--- src/rtl/irq_ctrl_if.sv ---
// ---------------------------------------------------------------------------
// irq_ctrl_if
//   Peripheral-bus connection between a bus master and the interrupt
//   controller register window. The same select/ready handshake is used by
//   the systick block.
//
//   select  master->slave  access request, address already decoded
//   wstrb   master->slave  byte write strobes; 4'b0000 means read
//   addr    master->slave  byte offset inside the window
//   data_i  master->slave  write data
//   ready   slave->master  one-cycle access acknowledge
//   data_o  slave->master  read data, valid while ready=1
// ---------------------------------------------------------------------------
interface irq_ctrl_if;
    logic        select;
    logic [3:0]  wstrb;
    logic [3:0]  addr;
    logic [31:0] data_i;
    logic        ready;
    logic [31:0] data_o;

    modport master (
        output select, wstrb, addr, data_i,
        input  ready, data_o
    );

    modport slave (
        input  select, wstrb, addr, data_i,
        output ready, data_o
    );
endinterface

--- src/rtl/irq_ctrl.sv ---
// ---------------------------------------------------------------------------
// irq_ctrl
//   Memory-mapped interrupt controller. Each source has a pending latch that
//   is set by its synchronised request (edge or level mode), by a FORCE write,
//   and cleared by a write-1-to-clear on PENDING. The registered OR of
//   PENDING & ENABLE drives the single CPU interrupt line.
//
//   Register map (addr[3:2]):
//     0 ENABLE  RW    interrupt mask
//     1 PENDING R/W1C pending latches
//     2 STATUS  RO    PENDING & ENABLE
//     3 FORCE   WO    writing 1 sets the matching pending bit; reads 0
//
//   Ports:
//     clk      system clock
//     reset_n  asynchronous active-low reset
//     bus      peripheral-bus slave (select/wstrb/addr/data_i/ready/data_o)
//     irq_src  asynchronous interrupt requests, bit 0 = systick
//     irq_o    registered combined interrupt to the CPU
// ---------------------------------------------------------------------------
module irq_ctrl #(
    parameter int                 NUM_IRQ   = 8,
    parameter logic [NUM_IRQ-1:0] EDGE_MASK = '1
) (
    input  logic               clk,
    input  logic               reset_n,
    irq_ctrl_if.slave          bus,
    input  logic [NUM_IRQ-1:0] irq_src,
    output logic               irq_o
);

    typedef enum logic [1:0] {
        ST_IDLE,
        ST_RESP,
        ST_HOLD
    } state_e;

    typedef enum logic [1:0] {
        REG_ENABLE  = 2'd0,
        REG_PENDING = 2'd1,
        REG_STATUS  = 2'd2,
        REG_FORCE   = 2'd3
    } reg_e;

    state_e             state_q, state_d;
    logic               commit;

    logic [NUM_IRQ-1:0] enable_q, enable_d;
    logic [NUM_IRQ-1:0] pending_q, pending_d;
    logic [NUM_IRQ-1:0] sync1_q, sync2_q, sync3_q;
    logic [NUM_IRQ-1:0] hw_set, w1c_clr, force_set, wr_mask, wr_bits;
    logic               irq_q, irq_d;
    logic               ready_q;
    logic [31:0]        rdata_q, rdata_d, rd_word;
    logic [31:0]        lane_mask;
    logic               is_write;
    reg_e               reg_sel;
    logic               unused_bits;

    assign is_write  = |bus.wstrb;
    assign reg_sel   = reg_e'(bus.addr[3:2]);
    assign lane_mask = {{8{bus.wstrb[3]}}, {8{bus.wstrb[2]}},
                        {8{bus.wstrb[1]}}, {8{bus.wstrb[0]}}};
    assign wr_mask   = lane_mask[NUM_IRQ-1:0];
    assign wr_bits   = bus.data_i[NUM_IRQ-1:0] & wr_mask;

    // Byte offset bits and write-data/lane bits above NUM_IRQ carry no state.
    assign unused_bits = ^{bus.addr[1:0], bus.data_i, lane_mask};

    // -----------------------------------------------------------------------
    // Bus handshake: one RESP cycle per select assertion. HOLD absorbs a
    // master that keeps select high so it never sees a second ready.
    // -----------------------------------------------------------------------
    always_comb begin
        // NOTE: every signal driven here gets a default first, so no path
        // leaves a value unassigned and no latch is inferred.
        state_d = state_q;
        commit  = 1'b0;
        unique case (state_q)
            ST_IDLE: if (bus.select) state_d = ST_RESP;
            ST_RESP: begin
                commit  = 1'b1;
                state_d = ST_HOLD;
            end
            ST_HOLD: if (!bus.select) state_d = ST_IDLE;
            default: state_d = ST_IDLE;
        endcase
    end

    // -----------------------------------------------------------------------
    // Register file next-state and read mux.
    // -----------------------------------------------------------------------
    always_comb begin
        enable_d  = enable_q;
        w1c_clr   = '0;
        force_set = '0;
        if (commit && is_write) begin
            unique case (reg_sel)
                REG_ENABLE:  enable_d  = (enable_q & ~wr_mask) | wr_bits;
                REG_PENDING: w1c_clr   = wr_bits;
                REG_FORCE:   force_set = wr_bits;
                default:     ;  // STATUS is read-only; write still acknowledged
            endcase
        end

        // Edge sources fire on s2 & ~s3; level sources fire while s2 is high.
        hw_set = sync2_q & (~sync3_q | ~EDGE_MASK);

        // Setting takes priority over a simultaneous W1C clear, so a still
        // asserted level source cannot be lost.
        pending_d = (pending_q & ~w1c_clr) | hw_set | force_set;

        rd_word = '0;
        unique case (reg_sel)
            REG_ENABLE:  rd_word = 32'(enable_q);
            REG_PENDING: rd_word = 32'(pending_q);
            REG_STATUS:  rd_word = 32'(pending_q & enable_q);
            default:     rd_word = '0;
        endcase

        rdata_d = (commit && !is_write) ? rd_word : rdata_q;
        irq_d   = |(pending_q & enable_q);
    end

    // NOTE: sequential state uses non-blocking assignments so every register
    // samples the pre-edge values, independent of statement order.
    always_ff @(posedge clk or negedge reset_n) begin
        if (!reset_n) begin
            state_q   <= ST_IDLE;
            enable_q  <= '0;
            pending_q <= '0;
            sync1_q   <= '0;
            sync2_q   <= '0;
            sync3_q   <= '0;
            irq_q     <= 1'b0;
            ready_q   <= 1'b0;
            rdata_q   <= '0;
        end else begin
            state_q   <= state_d;
            enable_q  <= enable_d;
            pending_q <= pending_d;
            sync1_q   <= irq_src;
            sync2_q   <= sync1_q;
            sync3_q   <= sync2_q;
            irq_q     <= irq_d;
            ready_q   <= commit;
            rdata_q   <= rdata_d;
        end
    end

    assign bus.ready  = ready_q;
    assign bus.data_o = rdata_q;
    assign irq_o      = irq_q;

endmodule
--- src/flat_wrapper.sv ---
// flat-port wrapper written by rule: the top's interface ports become plain ports
module irq_ctrl_flat 
#(
    parameter int                 NUM_IRQ   = 8,
    parameter logic [NUM_IRQ-1:0] EDGE_MASK = '1
)
  (clk, reset_n, irq_src, irq_o, bus_select, bus_wstrb, bus_addr, bus_data_i, bus_ready, bus_data_o);
  irq_ctrl_if bus_i ();
  input  logic clk;
  input  logic reset_n;
  input  logic [NUM_IRQ-1:0] irq_src;
  output logic irq_o;
  input wire logic [$bits(bus_i.select)-1:0] bus_select;
  input wire logic [$bits(bus_i.wstrb)-1:0] bus_wstrb;
  input wire logic [$bits(bus_i.addr)-1:0] bus_addr;
  input wire logic [$bits(bus_i.data_i)-1:0] bus_data_i;
  output wire logic [$bits(bus_i.ready)-1:0] bus_ready;
  output wire logic [$bits(bus_i.data_o)-1:0] bus_data_o;
  assign bus_i.select = bus_select;
  assign bus_i.wstrb = bus_wstrb;
  assign bus_i.addr = bus_addr;
  assign bus_i.data_i = bus_data_i;
  assign bus_ready = bus_i.ready;
  assign bus_data_o = bus_i.data_o;
  irq_ctrl #(.NUM_IRQ(NUM_IRQ), .EDGE_MASK(EDGE_MASK)) u_core (.clk(clk), .reset_n(reset_n), .bus(bus_i), .irq_src(irq_src), .irq_o(irq_o));
endmodule
--- config.mk ---
export PLATFORM = sky130hd
export DESIGN_NAME = irq_ctrl_flat
export DESIGN_NICKNAME = d
export VERILOG_FILES = /design/src/rtl/irq_ctrl_if.sv /design/src/rtl/irq_ctrl.sv /design/src/flat_wrapper.sv
export SDC_FILE = /design/constraint.sdc
export NUM_CORES = 1
export LEC_CHECK = 0
export BUFFER_PORTS_ARGS = -buffer_cell sky130_fd_sc_hd__buf_2
export CORE_MARGIN = 2
export CORE_UTILIZATION = 25
export CTS_BUF_LIST = sky130_fd_sc_hd__clkbuf_2 sky130_fd_sc_hd__clkbuf_4 sky130_fd_sc_hd__clkbuf_8
export DETAILED_ROUTE_END_ITERATION = 8
export PLACE_DENSITY = 0.54
export SYNTH_ARGS = -nofsm -noshare
export SYNTH_HDL_FRONTEND = slang
export SYNTH_SLANG_ARGS = --single-unit
--- constraint.sdc ---
create_clock -name clk -period 1.62 [get_ports clk]
set_input_delay 0.162 -clock clk [delete_from_list [all_inputs] [get_ports clk]]
set_output_delay 0.162 -clock clk [all_outputs]
set_load 0.05 [all_outputs]
==> results of run 1 <==
report_power, final:
| part | internal, mW | switching [mW] |
|---|---|---|
| combinational | 0.364 | 0.767 |
| clock | 0.475 | 0.386 |
| sequential | 1.57 | 0.150 |
| total | 2.40 | 1.30 |
kinds of logic after synthesis:
group	Yosys count	share of synthesized area (%)
AOI/OAI and AO/OA	18	7.127
buffers and inverters	32	11.04
DFF	52	60.75
muxes	22	11.21
other	1	0.1751
and+or+nand+nor	36	9.697
placed cells by master (no fill, tap or decap), types with 2 or more instances in the layout:
| master | synthesis | routed |
|---|---|---|
| sky130_fd_sc_hd__a32o_1 | 2 | 2 |
| sky130_fd_sc_hd__mux2_1 | 12 | 12 |
| sky130_fd_sc_hd__mux2_2 | 4 | 4 |
| sky130_fd_sc_hd__o22ai_1 | 6 | 6 |
| sky130_fd_sc_hd__nand2_1 | 7 | 7 |
| sky130_fd_sc_hd__nand3_1 | 8 | 8 |
| sky130_fd_sc_hd__dlygate4sd3_1 | 0 | 9 |
| sky130_fd_sc_hd__a221o_1 | 8 | 8 |
| sky130_fd_sc_hd__mux2i_1 | 6 | 6 |
| sky130_fd_sc_hd__buf_2 | 3 | 34 |
| sky130_fd_sc_hd__clkbuf_8 | 0 | 5 |
| sky130_fd_sc_hd__buf_4 | 24 | 4 |
| sky130_fd_sc_hd__conb_1 | 1 | 24 |
| sky130_fd_sc_hd__dfrtp_1 | 52 | 52 |
| sky130_fd_sc_hd__nor2b_1 | 13 | 13 |
| sky130_fd_sc_hd__nand2b_1 | 2 | 2 |
metrics by stage:
stage	power, mW	hold WS, ps	utilization, %
CTS	3.773	101.1	30.86
finish	3.707	114.0	30.86
global route	3.952	105.2	30.86
global placement	2.838	183.7	28.42
detailed placement	2.870	187.1	28.42
floorplan	2.627	-133.6	-
area by class of cell:
| cell class | instances | area share [%] |
|---|---|---|
| timing repair buffer | 48 | 12.17 |
| sequential | 52 | 51.06 |
| tap | 105 | 5.155 |
| clock buffer | 6 | 2.995 |
| inverter | 1 | 0.1473 |
| clock inverter | 2 | 1.375 |
| multi-input combinational | 100 | 27.10 |
critical path: cells and delay by family (launching register included):
kind / cells / cell delay, ps
flip-flops: 1 / 390
AO/OA/AOI/OAI: 1 / 360
AND/OR/NAND/NOR: 2 / 620
layer usage:
metal,GRT usage [%],up-vias
met2,12.38,41
met5,0,-
li1,-,609
met1,11.90,582
met3,3.801,2
met4,2.113,0
final timing paths:
path	from	end	slack (ps)	depth (start not counted)
min	bus_data_i[0]	flop	110	2
max in group asynchronous	reset_n	u_core.bus.data_o[4]	990	3
min reg2reg	u_core.sync1_q[2]	u_core.sync2_q[2]	350	0
max	u_core.state_q[1]	u_core.pending_q[3]	130	3
min in group asynchronous	reset_n	u_core.sync2_q[3]	380	3
max reg2reg	u_core.state_q[1]	u_core.pending_q[3]	130	3
==> results.toml, run 1 <==
[finish]
n_diodes = 0
fraction_of_layout_instances_using_a_drive_strength_above_1_pct = 24.88
area_of_the_multi_input_gates_sq_um = 690.7
stdcell_count = 314
layout.filler_cells = 881
areaGrowthSynthToFinish_pct = 18.98
final_nets = 259
finalInstanceArea_sq_um = 2549
area.sequential_sq_um = 1301

[die]
floorplan.core_area_sq_um = 8258
initial_core_util_pct = 25.94
die_h_um = 96.57
row_count = 33
ios = 85
dieArea_sq_um = 9325
fp.dieW_um = 96.57

[min_path]
hold_path.class = "in2reg"

[synth]
yosys_warnings = 0
post_synthesis_cell_type_with_the_largest_combined_area = "sky130_fd_sc_hd__dfrtp_1"
synth.top_cells.by_count = "sky130_fd_sc_hd__dfrtp_1, sky130_fd_sc_hd__buf_4, sky130_fd_sc_hd__nor2b_1"
postSynthRegisterBits = 52
synth.cell_area_sq_um = 2142
synth_seq_area_share_pct = 60.75
syn_inst = 161
area_share_of_the_largest_cell_type_after_synthesis_pct = 60.75
postSynth.asyncResetShare_pct = 100.0
ys_dominant_reg_cell = "sky130_fd_sc_hd__dfrtp_1"
distinct_cell_type_count_after_synthesis = 25
synthTopCellsByArea = "sky130_fd_sc_hd__dfrtp_1, sky130_fd_sc_hd__buf_4, sky130_fd_sc_hd__mux2_1"
postSynthAreaPerCell_sq_um = 13.30
count_leader_synth = "sky130_fd_sc_hd__dfrtp_1"
synth_edf_count = 0

[worst_setup_path]
critical_path_peak_fanout = 9
criticalPathCategory = "reg2reg"
worstPathRequired_ps = 1790
crit_path_top_delay_cell = "sky130_fd_sc_hd__dfrtp_1"
worstSetupStartpointType = "flop"
cp_data_arrival_time_ps = 1670
timing.critical_path.slowest_cell_delay_ps = 390
critical_path.cell_chain = "and3b_1 > and3_4 > a221o_1"
cp-end-kind = "flop"

[detailed_routing]
drc = 0
first_iter_violations = 25
antenna_violating_nets_post_route = 0
routed_via_density = 3.930
met2RoutedLength_um = 1588
via_count = 1234
wl_per_cell_um = 11.85
m1WireLength_um = 1783
detailroute.wirelength.met3_um = 321
finalWirelength_um = 3720
first_pass_detailed_route_iteration_total = 4
dr.max_layer_used = "met4"

[timing]
hold_viol = 0
min_period_over_period_pct = 92.16
unrepaired_setup_endpoints_after_global_routing = "no"
timing.fmax_mhz = 669.8
layout_min_cycle_time_ps = 1493
timing.setup.tns_ps = 0
final-max-slew-violation-count = 0
setup_skew_ps = 5.055
setup_viol = 0
final.setup.worst_slack_ps = 127.0

[clock_tree]
cts.sinks = 52
post-cts-setup-buffers = 0
cts_htree_levels = 2
clk_pin_slew_ps = 90
ctsRootBufferMaster = "sky130_fd_sc_hd__clkbuf_8"
cts_tree = "yes"
ctsLongestPathBuffers = 2
clk-insertion-delay-late_ps = 290
postCtsResizedCells = 0
cts_hold_repair.buffers = 9
inserted_clock_buffers = 5

[global_route]
grt_antenna_before_repair = 0
grt_use_total_pct = 8.615
grt_first_pass_wirelength_um = 5927
grt_max_degree = 53
grt_overflow_total = 0
number_of_global_route_vias_before_repair = 1170

[placed_design]
routabilityCongestion = 0.6923
postPlaceCellArea_sq_um = 2347
post-dp-hpwl_um = 2634
placement.setup.worst_slack_ps = 139.0
port-buffer-count = 34
dp.cells = 297

[run_status]
run_status = "finished, final reports clean"

[power_and_ir_drop]
total_leakage_power_nw = 1.193
p_per_cell_area_nw_per_um2 = 1454
power.ir.vdd_worst_uv = 371.9

[job]
maxCapViolCount = 0
Power figures use the tool's default switching activity.
==> inputs of run 2 (changes only) <==
--- a/config.mk
+++ b/config.mk
@@ -9,6 +9,7 @@
 export CORE_MARGIN = 2
 export CORE_UTILIZATION = 25
 export CTS_BUF_LIST = sky130_fd_sc_hd__clkbuf_2 sky130_fd_sc_hd__clkbuf_4 sky130_fd_sc_hd__clkbuf_8
+export CTS_CLUSTER_SIZE = 28
 export DETAILED_ROUTE_END_ITERATION = 8
 export PLACE_DENSITY = 0.54
 export SYNTH_ARGS = -nofsm -noshare
==> constraint.sdc (replaced) <==
create_clock -name clk -period 1.73 [get_ports clk]
set_input_delay 0.173 -clock clk [delete_from_list [all_inputs] [get_ports clk]]
set_output_delay 0.173 -clock clk [all_outputs]
set_load 0.05 [all_outputs]
==> results.toml, run 2 (same netlist as run 1, synthesis figures left out) <==
[run_status]
run_status = "complete, but fails checks"
failed_checks = "hold timing"

[min_path]
hold_path.class = "in2async"

[die]
ios = 85
initial_core_util_pct = 25.94
fp.dieW_um = 96.57
dieArea_sq_um = 9325
row_count = 33
floorplan.core_area_sq_um = 8258
die_h_um = 96.57

[global_route]
grt_antenna_before_repair = 0
number_of_global_route_vias_before_repair = 1157
grt_first_pass_wirelength_um = 5968
grt_use_total_pct = 8.707
grt_overflow_total = 0
grt_max_degree = 53

[clock_tree]
ctsRootBufferMaster = "sky130_fd_sc_hd__clkbuf_8"
cts.sinks = 52
inserted_clock_buffers = 5
cts_htree_levels = 2
postCtsResizedCells = 0
post-cts-setup-buffers = 0
clk_pin_slew_ps = 90
cts_tree = "yes"
ctsLongestPathBuffers = 2
clk-insertion-delay-late_ps = 300

[placed_design]
dp.cells = 297
postPlaceCellArea_sq_um = 2335
port-buffer-count = 34
routabilityCongestion = 0.6979
post-dp-hpwl_um = 2603

[timing]
final-max-slew-violation-count = 0
timing.setup.tns_ps = 0
hold_viol = 41
setup_skew_ps = 7.263
timing.fmax_mhz = 665.8
worst_slew_pin_slew_ps = 642.5
setup_viol = 0
min_period_over_period_pct = 86.82
max-slew-margin-rel_pct = 57.17
whs_ps = -21.73
unrepaired_setup_endpoints_after_global_routing = "no"
layout_min_cycle_time_ps = 1502

[finish]
final_nets = 258
stdcell_count = 312
n_diodes = 0
mostFrequentLayoutCell = "sky130_fd_sc_hd__dfrtp_1"
area.sequential_sq_um = 1301
fraction_of_layout_instances_using_a_drive_strength_above_1_pct = 24.64
area_of_the_multi_input_gates_sq_um = 690.7
mostFrequentLayoutCells = "sky130_fd_sc_hd__dfrtp_1, sky130_fd_sc_hd__buf_2, sky130_fd_sc_hd__conb_1"
areaGrowthSynthToFinish_pct = 16.53
finalInstanceArea_sq_um = 2496
layout.filler_cells = 866

[worst_setup_path]
cp_data_arrival_time_ps = 1690
critical_path_peak_fanout = 9
worstSetupStartpointType = "flop"
cp-end-kind = "flop"
criticalPathCategory = "reg2reg"
worstPathRequired_ps = 1910

[detailed_routing]
via_count = 1248
antenna_violating_nets_post_route = 0
first_iter_violations = 55
finalWirelength_um = 3700
routed_via_density = 4.000
wl_per_cell_um = 11.86
first_pass_detailed_route_iteration_total = 4
drc = 0

[power_and_ir_drop]
power.ir.vdd_worst_uv = 373.1
p_per_cell_area_nw_per_um2 = 1325
total_leakage_power_nw = 1.166

[job]
maxCapViolCount = 0
-- run 2: cell count changes in the layout (fill, tap and decap cells not counted) --
cell / before / now
sky130_fd_sc_hd__buf_4: 4 / 5
sky130_fd_sc_hd__bufinv_16: 1 / 0
sky130_fd_sc_hd__clkbuf_4: 1 / 0
sky130_fd_sc_hd__buf_12: 1 / 0
sky130_fd_sc_hd__clkinvlp_4: 0 / 1
sky130_fd_sc_hd__dlygate4sd3_1: 9 / 8
-- run 2: metrics by stage --
| step | total power, mW | util, % | hold slack, ps | setup slack (ps) |
|---|---|---|---|---|
| global placement | 2.655 | 28.27 | 282.4 | 282.2 |
| global route | 3.530 | 30.23 | 35.09 | 152.6 |
| CTS | 3.364 | 30.23 | 11.05 | 228.4 |
| floorplan | 2.460 | - | -122.6 | 336.7 |
| detailed placement | 2.685 | 28.27 | 282.3 | 253.5 |
| finish | 3.307 | 30.23 | -21.73 | 228.0 |
-- run 2: cell type report --
| class | instances | area share (%) |
|---|---|---|
| Clock inverter | 2 | 0.5013 |
| Timing Repair Buffer | 47 | 11.53 |
| Inverter | 1 | 0.1504 |
| Multi-Input combinational cell | 100 | 27.67 |
| Clock buffer | 5 | 2.757 |
| Sequential cell | 52 | 52.13 |
| Tap cell | 105 | 5.263 |
-- run 2: final timing paths --
check | startpoint | end | slack (ps) | depth (start not counted)
setup / recovery | u_core.state_q[0] | u_core.pending_q[3] | 230 | 3
hold / removal | reset_n | u_core.sync2_q[3] | -20 | 2
setup reg to reg | u_core.state_q[0] | u_core.pending_q[3] | 230 | 3
hold reg to reg | u_core.sync1_q[2] | u_core.sync2_q[2] | 350 | 0
max in group asynchronous | reset_n | u_core.sync2_q[0] | 1320 | 2
min in group clk | bus_data_i[5] | flop | 120 | 2
-- run 2: where the power goes --
group,total [mW],internal [mW],switching [mW]
logic,1.05,0.336,0.716
registers,1.60,1.47,0.138
clock network,0.650,0.274,0.376
total,3.31,2.08,1.23
-- run 2: routing by layer --
layer  up-vias  global-route usage [%]  part of all wire, %
met2        39                   12.09                   42
met5         -                       0                    0
met4         0                   3.169                  1.4
met1       600                   12.33                   49
li1        605                       -                    -
met3         4                   3.258                  7.5
-- run 2: worst max-delay path, stage by stage (launching register included) --
cell and delay (ps):
sky130_fd_sc_hd__dfrtp_1 410, sky130_fd_sc_hd__and3b_1 320, sky130_fd_sc_hd__and3_4 290, sky130_fd_sc_hd__a221o_1 360
-- run 2: what timing repair did --
item / in CTS / in global routing
hold endpoints to repair: 8 / 0
setup endpoints to repair: 0 / 0
hold buffers: 8 / 0
